--- src/rtl/sdram_arbiter.sv ---
`default_nettype none
// ============================================================================
// Module   : sdram_arbiter
// Purpose  : Three-port arbiter (video DMA, sound DMA, CPU) for a 32-bit
//            SDRAM controller port. Fixed priority vid > snd > cpu, with a
//            starvation override that promotes the CPU after STARVE_LIMIT
//            waiting cycles. One transaction is in flight at a time; per-word
//            acks and read data are routed back to the granted requester and
//            a stalled transaction is aborted after TIMEOUT cycles.
// Ports    : sd_clk, sd_rst           clock, asynchronous active-high reset
//            vid_/snd_/cpu_req,_adr   requests and byte addresses
//            cpu_we/_sel/_dat_i/_burst CPU write, byte enables, data, burst
//            vid_/snd_/cpu_ack        per-word ack pulses to requesters
//            port_dat_o               read data shared by all requesters
//            cpu_err                  pulse on timeout abort
//            mem_*                    controller request side
// Revision : 1.0 - initial release
// ============================================================================
module sdram_arbiter #(
   parameter int STARVE_LIMIT = 32,
   parameter int TIMEOUT      = 255,
   parameter int BURST_LEN    = 4
) (
   input  logic        sd_clk,
   input  logic        sd_rst,
   input  logic        vid_req,
   input  logic [23:0] vid_adr,
   input  logic        snd_req,
   input  logic [23:0] snd_adr,
   input  logic        cpu_req,
   input  logic [23:0] cpu_adr,
   input  logic        cpu_we,
   input  logic [3:0]  cpu_sel,
   input  logic [31:0] cpu_dat_i,
   input  logic        cpu_burst,
   output logic        vid_ack,
   output logic        snd_ack,
   output logic        cpu_ack,
   output logic [31:0] port_dat_o,
   output logic        cpu_err,
   output logic        mem_req,
   output logic        mem_we,
   output logic        mem_burst,
   output logic [23:0] mem_adr,
   output logic [3:0]  mem_sel,
   output logic [31:0] mem_dat_o,
   input  logic        mem_ack,
   input  logic [31:0] mem_dat_i
);

   localparam int              WL_W       = $clog2(BURST_LEN + 1);
   localparam logic [WL_W-1:0] WL_BURST   = WL_W'(BURST_LEN);
   localparam logic [WL_W-1:0] WL_ONE     = WL_W'(1);
   localparam logic [7:0]      STARVE_THR = 8'(STARVE_LIMIT);
   localparam logic [7:0]      TMO_LAST   = 8'(TIMEOUT - 1);
   localparam logic [23:0]     ADR_MASK   = 24'hFF_FFFC;

   typedef enum logic [1:0] {
      ST_IDLE  = 2'd0,
      ST_ISSUE = 2'd1,
      ST_WAIT  = 2'd2,
      ST_DONE  = 2'd3
   } state_t;

   state_t          state, state_nxt;
   logic [2:0]      grant;        // one-hot: [0] vid, [1] snd, [2] cpu
   logic [WL_W-1:0] words_left;
   logic [7:0]      starve_cnt;
   logic [7:0]      tmo_cnt;

   // Arbitration result and the fields of the winning requester
   logic [2:0]  pick;
   logic        take;
   logic        pick_we, pick_burst;
   logic [23:0] pick_adr;
   logic [3:0]  pick_sel;
   logic [31:0] pick_dat;

   // FSM event decodes
   logic word_ack, last_word, abort;

   always_comb begin
      pick = 3'b000;
      if (cpu_req && (starve_cnt >= STARVE_THR)) pick = 3'b100;
      else if (vid_req)                          pick = 3'b001;
      else if (snd_req)                          pick = 3'b010;
      else if (cpu_req)                          pick = 3'b100;

      take       = (state == ST_IDLE) && (pick != 3'b000);
      pick_we    = pick[2] & cpu_we;
      // Video and sound always burst; a CPU write never bursts.
      pick_burst = ~pick[2] | (cpu_burst & ~cpu_we);
      pick_adr   = pick[0] ? vid_adr : (pick[1] ? snd_adr : cpu_adr);
      pick_sel   = pick[2] ? cpu_sel   : 4'hF;
      pick_dat   = pick[2] ? cpu_dat_i : 32'h0;
   end

   always_ff @(posedge sd_clk or posedge sd_rst) begin
      if (sd_rst) state <= ST_IDLE;
      else        state <= state_nxt;
   end

   always_comb begin
      state_nxt = state;
      word_ack  = 1'b0;
      last_word = 1'b0;
      abort     = 1'b0;
      case (state)
         ST_IDLE:  if (take) state_nxt = ST_ISSUE;
         ST_ISSUE: state_nxt = ST_WAIT;
         ST_WAIT: begin
            // An ack arriving on the timeout cycle takes precedence.
            if (mem_ack) begin
               word_ack = 1'b1;
               if (words_left == WL_ONE) begin
                  last_word = 1'b1;
                  state_nxt = ST_DONE;
               end
            end else if (tmo_cnt >= TMO_LAST) begin
               abort     = 1'b1;
               state_nxt = ST_DONE;
            end
         end
         // DONE is a dead cycle so the finishing port can drop its request.
         ST_DONE:  state_nxt = ST_IDLE;
         default:  state_nxt = ST_IDLE;
      endcase
   end

   always_ff @(posedge sd_clk or posedge sd_rst) begin
      if (sd_rst) begin
         grant      <= 3'b000;
         words_left <= '0;
         starve_cnt <= 8'd0;
         tmo_cnt    <= 8'd0;
         vid_ack    <= 1'b0;
         snd_ack    <= 1'b0;
         cpu_ack    <= 1'b0;
         port_dat_o <= 32'h0;
         cpu_err    <= 1'b0;
         mem_req    <= 1'b0;
         mem_we     <= 1'b0;
         mem_burst  <= 1'b0;
         mem_adr    <= 24'h0;
         mem_sel    <= 4'h0;
         mem_dat_o  <= 32'h0;
      end else begin
         vid_ack <= 1'b0;
         snd_ack <= 1'b0;
         cpu_ack <= 1'b0;
         cpu_err <= 1'b0;

         if (take) begin
            grant      <= pick;
            mem_req    <= 1'b1;
            mem_we     <= pick_we;
            mem_burst  <= pick_burst;
            mem_adr    <= pick_adr & ADR_MASK;
            mem_sel    <= pick_sel;
            mem_dat_o  <= pick_dat;
            words_left <= pick_burst ? WL_BURST : WL_ONE;
            tmo_cnt    <= 8'd0;
         end

         if ((state == ST_WAIT) && (tmo_cnt != 8'hFF))
            tmo_cnt <= tmo_cnt + 8'd1;

         if (word_ack) begin
            port_dat_o                  <= mem_dat_i;
            {cpu_ack, snd_ack, vid_ack} <= grant;
            words_left                  <= words_left - WL_ONE;
         end

         if (abort) begin
            port_dat_o                  <= 32'h0;
            {cpu_ack, snd_ack, vid_ack} <= grant;
            cpu_err                     <= 1'b1;
         end

         if (last_word || abort) mem_req <= 1'b0;

         if (state == ST_DONE) grant <= 3'b000;

         if (take && pick[2])
            starve_cnt <= 8'd0;
         else if (cpu_req && !grant[2] && (starve_cnt != 8'hFF))
            starve_cnt <= starve_cnt + 8'd1;
      end
   end

endmodule
`default_nettype wire

--- config.mk ---
export PLATFORM = sky130hd
export DESIGN_NAME = sdram_arbiter
export DESIGN_NICKNAME = d
export VERILOG_FILES = /design/src/rtl/sdram_arbiter.sv
export SDC_FILE = /design/constraint.sdc
export NUM_CORES = 1
export LEC_CHECK = 0
export ABC_AREA = 1
export BUFFER_PORTS_ARGS = -buffer_cell sky130_fd_sc_hd__buf_2
export CAP_MARGIN = 20
export CORE_MARGIN = 2
export CORE_UTILIZATION = 53
export CTS_CLUSTER_DIAMETER = 200
export DETAILED_ROUTE_END_ITERATION = 7
export PLACE_DENSITY = 0.84
export RECOVER_POWER = 100
export SLEW_MARGIN = 20
export SYNTH_ARGS = -nofsm -noshare
export SYNTH_HDL_FRONTEND = slang
export SYNTH_SLANG_ARGS = --single-unit
--- constraint.sdc ---
create_clock -name sd_clk -period 7.99 [get_ports sd_clk]
set_input_delay 1.598 -clock sd_clk [delete_from_list [all_inputs] [get_ports sd_clk]]
set_output_delay 1.598 -clock sd_clk [all_outputs]
set_load 0.01 [all_outputs]
After elaboration in Yosys (flattened, before gate mapping)
Cells that the tools add are included.
W data, S select, Z words.
{ "op_classes": {"n_eq_ne": 9, "reduce_logical": 17, "order_cmp": 2, "bitwise": 5, "addsub": 3, "n_mux": 41} }
{ "ops": {"columns": ["operator", "n"], "rows": [
  ["$mux W32", 3],
  ["$mux W24", 2],
  ["$mux W8", 4],
  ["$mux W3", 9],
  ["$mux W1", 17],
  ["$add A8 B1 Y8 const B", 2],
  ["$ne A8 B8 Y1 const B", 2],
  ["$reduce_bool A2 Y1", 6],
  ["$ge A8 B6 Y1 const B", 1],
  ["$ge A8 B8 Y1 const B", 1],
  ["$mux W2", 4],
  ["$pmux W2 S4", 1],
  ["$logic_and A1 B1 Y1", 6],
  ["$ne A3 B3 Y1 const B", 2],
  ["$eq A2 B2 Y1 const B", 2],
  ["$mux W4", 1],
  ["$eq A3 B1 Y1 const B", 1],
  ["$reduce_and A3 Y1", 1],
  ["$reduce_bool A3 Y1", 1],
  ["$sub A3 B1 Y3 const B", 1],
  ["$and A1 B1 Y1", 2],
  ["$eq A2 B1 Y1 const B", 1],
  ["$logic_not A2 Y1", 1],
  ["$ne A2 B2 Y1 const B", 1],
  ["other kinds (4)", 5]
]} }
{ "word_totals": {"wordCells": 93, "out_inout_bits": 99, "ff_bits": 121} }

Logic depth before layout (Yosys ltp)
{ "depth": {"word_depth": 9, "mapped_depth": 10, "depth_no_buf": 10} }

Least setup slack after synthesis
No wires, ideal clock.
{ "synth_path": {"path_kind": "in2reg", "start": "in vid_req", "end": "reg starve_cnt[7]", "setup_time_ps": 118, "t_arrival_ps": 2493, "t_required_ps": 7872, "path_slack_ps": 5379, "cell_stages": 6, "cell_sequence": "buf_2 o31ai_4 nand2_4 buf_6 nand3_1 nand2_1"} }
{ "synth_via": {"elab_chain_len": 6, "word_cells_on_any_way": 7, "cone_classes": "3 x mux; 4 x reduce/logical"} }
{ "synth_rtl": {"columns": ["item", "line_no", "text"], "rows": [
  ["start, declared", "26", "input logic vid_req,"],
  ["$mux W3 (*)", "85", "else if (vid_req) pick = 3'b001;"],
  ["$mux W3 (*)", "84", "if (cpu_req && (starve_cnt >= STARVE_THR)) pick = 3'b100;"],
  ["$reduce_bool A3 Y1", "89", "take = (state == ST_IDLE) && (pick != 3'b000);"],
  ["$logic_and A1 B1 Y1", "89", null],
  ["$logic_and A1 B1 Y1 (*)", "184", "if (take && pick[2])"],
  ["$mux W8 / $reduce_bool A2 Y1 (equally long branches)", null, null],
  ["end signal, assigned", "187", "starve_cnt <= starve_cnt + 8'd1;"],
  ["end, declared", "68", "logic [7:0] starve_cnt;"]
]} }
Every way passes the cells marked *; elsewhere a longest branch is shown, timed or not.
A chain may end at the register's enable or synchronous reset.

Worst setup path after layout
{ "layout_path": {"start": "in vid_req", "end": "reg mem_we"} }
{ "layout_via": {"elab_chain_len": 4, "word_cells_on_any_way": 5, "cone_classes": "2 x mux; 1 x bitwise; 2 x reduce/logical"} }
{ "layout_rtl": {"columns": ["item", "line_no", "text"], "rows": [
  ["$mux W3 (*)", "85", null],
  ["$mux W3 (*)", "84", null],
  ["$reduce_bool A3 Y1", "89", null],
  ["$logic_and A1 B1 Y1", "89", null],
  ["end signal, assigned", "156", "mem_we <= pick_we;"],
  ["end, declared", "42", "output logic mem_we,"]
]} }
Marked as above.

==> metrics <==
FF-to-FF setup slack=approximately 4.3 ns; DRC viols=0; Crit. End Element=flop; Top Ports=247; Slew @ Worst Pin=about 2.4 ns; Worst Clk Skew=a little over 0.007 ns; startpoint types=input pin; Yosys reg bits=between 100 and 150; Synth top area share=0.498; TritonCTS clock tree=done; HP Class=flop to flop; vias in the first global route=around 5600; max capacitance violation total=5; Initial DRT Pass Iterations=5; via/cell ratio=5.07; Post-Place Cells=between 1000 and 1500; post-synth top area cell=dfrtp_1; Die Span Y=approximately 110 µm; starting density of the core=0.537; reg-to-reg endpoint=mem_we$_DFFE_PP0P_; Die ar.=0.0123 mm²; Sw Pwr=between 1 and 1.5 mW; sequential share of the synthesized area=0.498; Gate power share=0.351; largest net degree at the start of global routing=67; post-cts resize count=0; clock slew at reported path FFs=roughly 0.060 ns; arrival time at the worst endpoint=roughly 4.7 ns; Max rail drop VDD=0.000233 V; worst reg-to-reg path cell count=7; total negative slack=0 ns; number of CTS-inserted buffers=17; count of final setup violators=0; CTS Hold Bufs=0; largest cells by area after synthesis=dfrtp_1 (50%), nand2_1 (13%), nand3_1 (13%), inv_1 (6.7%), nor2_1 (3.5%); die span in x=111 µm; clk root buf=clkbuf_16; origin of the critical flop-to-flop path=starve_cnt[6]$_DFFE_PP0P_; Crit Path Max Fanout=36; Avg Cell Area, Syn=just under 8 µm²; Final Cycle Share=0.556; worst setup path start=vid_req; placer congestion estimate=approximately 0.87; post-layout min period=about 4.4 ns; relative slew slack=-0.577; antenna cell count=0; initial antenna violation count=1; first-pass GRT wire length=about 27000 µm; Area Growth Syn to Fin=26.9%; pwr/cell area=348 mW/mm²; Unique masters post-synth=31; wire per inst=around 14 µm; overall via count from detail_route=roughly 5900; post-layout util=0.681; RSZ-0062 raised after global routing=false; worst setup path endpoint=mem_we$_DFFE_PP0P_; Net Sw Frac=0.393; Clock power frac=0.287; run status=finished, violations left; fmax=225 MHz; cell count after synthesis=roughly 790; fin nets=~1200; WP data required=just over 8 ns; Sink Count=~120; input/output buffers=around 240; Skew-Pair Late Insertion Delay=0.41 ns; Global Route Usage Sum=0.263; row count=39; type of the worst setup path=input pin to flop; final slew viol count=around 170; pre-CTS WS=around 4.5 ns; Fillers=between 1000 and 1500; Layout Cells excl Fill=~1200; internal power=about 1.6 mW; layout cells sized above 1=0.183; Post-CTS Setup Inserts=0; Final Hold Vio Count=0; sequential share of power=0.362; Leak=roughly 4.3 nW; total global routing overflow=0; Max clock buf depth=2; post-detail-place hpwl=10700 µm; drt total wl=15800 µm; Ys Warns=0; DR iter-0 viols=412; PnR worst setup slack=between 3 and 4 ns; # H-tree levels=4; total core area=between 0.01 and 0.015 mm²; Routed Antenna Nets=0; Post-Syn Area=between 0.006 and 0.007 mm²; failing checks=max-capacitance violations, max-slew violations
## synthesized netlist by cell type, drive strengths merged
master and instances:
a21boi 1, a21oi 27, a31oi 1, buf 35
clkbuf 8, clkinv 1, conb 1, dfrtp 121
ha 10, inv 109, nand2 222, nand3 156
nand4 4, nor2 56, nor3 4, o21ai 17
o21bai 2, o22ai 4, o31ai 1, or2 1
xnor2 2, xor2 2
## worst min path at each step
stage	start	endpoint	depth (start not counted)
3_3_place_gp	mem_dat_o[19]$_DFFE_PP0P_	mem_dat_o[19]$_DFFE_PP0P_	2
3_5_place_dp	mem_dat_o[24]$_DFFE_PP0P_	mem_dat_o[24]$_DFFE_PP0P_	2
5_1_grt	mem_dat_o[3]$_DFFE_PP0P_	mem_dat_o[3]$_DFFE_PP0P_	2
6_report	mem_dat_o[24]$_DFFE_PP0P_	mem_dat_o[24]$_DFFE_PP0P_	2
4_1_cts	mem_dat_o[24]$_DFFE_PP0P_	mem_dat_o[24]$_DFFE_PP0P_	2
2_1_floorplan	grant[1]$_DFFE_PP0P_	snd_ack$_DFF_PP0_	2
## power groups by stage
stage	sequential, mW	combinational (mW)	clock (mW)
after floorplan	1.05	0.557	0
final	0.971	0.940	0.770
after global routing	0.998	1.07	0.811
after global placement	0.959	0.967	0
after detailed placement	0.966	0.992	0
after CTS	0.963	0.997	0.781
## per-stage QoR
step | power, mW | hold slack (ns) | instance area [µm²]
floorplan | 1.61 | 0.468 | 6080
global placement | 1.93 | 0.457 | 7250
detailed placement | 1.96 | 0.461 | 7250
CTS | 2.74 | 0.477 | 7860
global route | 2.88 | 0.500 | 7710
finish | 2.68 | 0.478 | 7710
## kinds of logic (layout without fill, tap and decap cells)
logic type | count (synthesis) | in the layout | synth area share
and+or+nand+nor | 443 | 443 | 0.316
buffers and inverters | 153 | 387 | 0.108
DFF | 121 | 121 | 0.498
AOI/OAI and AO/OA | 53 | 53 | 0.0504
adders and majority gates | 10 | 10 | 0.0206
xor gates and xnor gates | 4 | 4 | 0.00577
other | 1 | 2 | 0.000617
## cell type report
| class | count | area (µm²) | share of cell area |
|---|---|---|---|
| sequential | 121 | 3030 | 0.393 |
| clock inverter | 14 | 161 | 0.0209 |
| multi-input combinational | 512 | 2370 | 0.307 |
| clock buffer | 18 | 439 | 0.0570 |
| inverter | 110 | 414 | 0.0537 |
| timing repair buffer | 245 | 1120 | 0.145 |
| tap | 143 | 179 | 0.0232 |
## sequential cells by signal, indices dropped and copies added (netlist names), 2 cells and up
register / count
starve_cnt: 8
tmo_cnt: 8
grant: 3
state: 2
mem_sel: 4
port_dat_o: 32
mem_adr: 22
words_left: 3
mem_dat_o: 32
## cell usage in the layout, fill, tap and decap left out, types with 3 or more instances in the layout
cell type and count:
nand2_1 217, nand3_1 156, buf_2 139, dfrtp_1 121, inv_1 108, clkbuf_1 101, nor2_1 56, a21oi_1 25
o21ai_0 17, clkbuf_16 17, ha_1 10, inv_6 7, nand2_2 5, nand4_1 4, o22ai_1 4, buf_4 4
nor3_1 3, clkinvlp_4 3
## critical path: stages
cell and delay, ns:
clkbuf_1 0.49, o31ai_4 0.37, clkbuf_1 1.11, nand2_1 0.77, o21ai_0 0.39
## layer usage
metal | GRT usage | vias to the layer above | wire length [µm]
met5 | 0 | - | 13
met4 | 0.0947 | 2 | 330
met3 | 0.0667 | 29 | 1080
met2 | 0.435 | 236 | 7730
met1 | 0.338 | 2728 | 6640
li1 | - | 2906 | -
No activity file was read; power rests on OpenSTA's default activity.
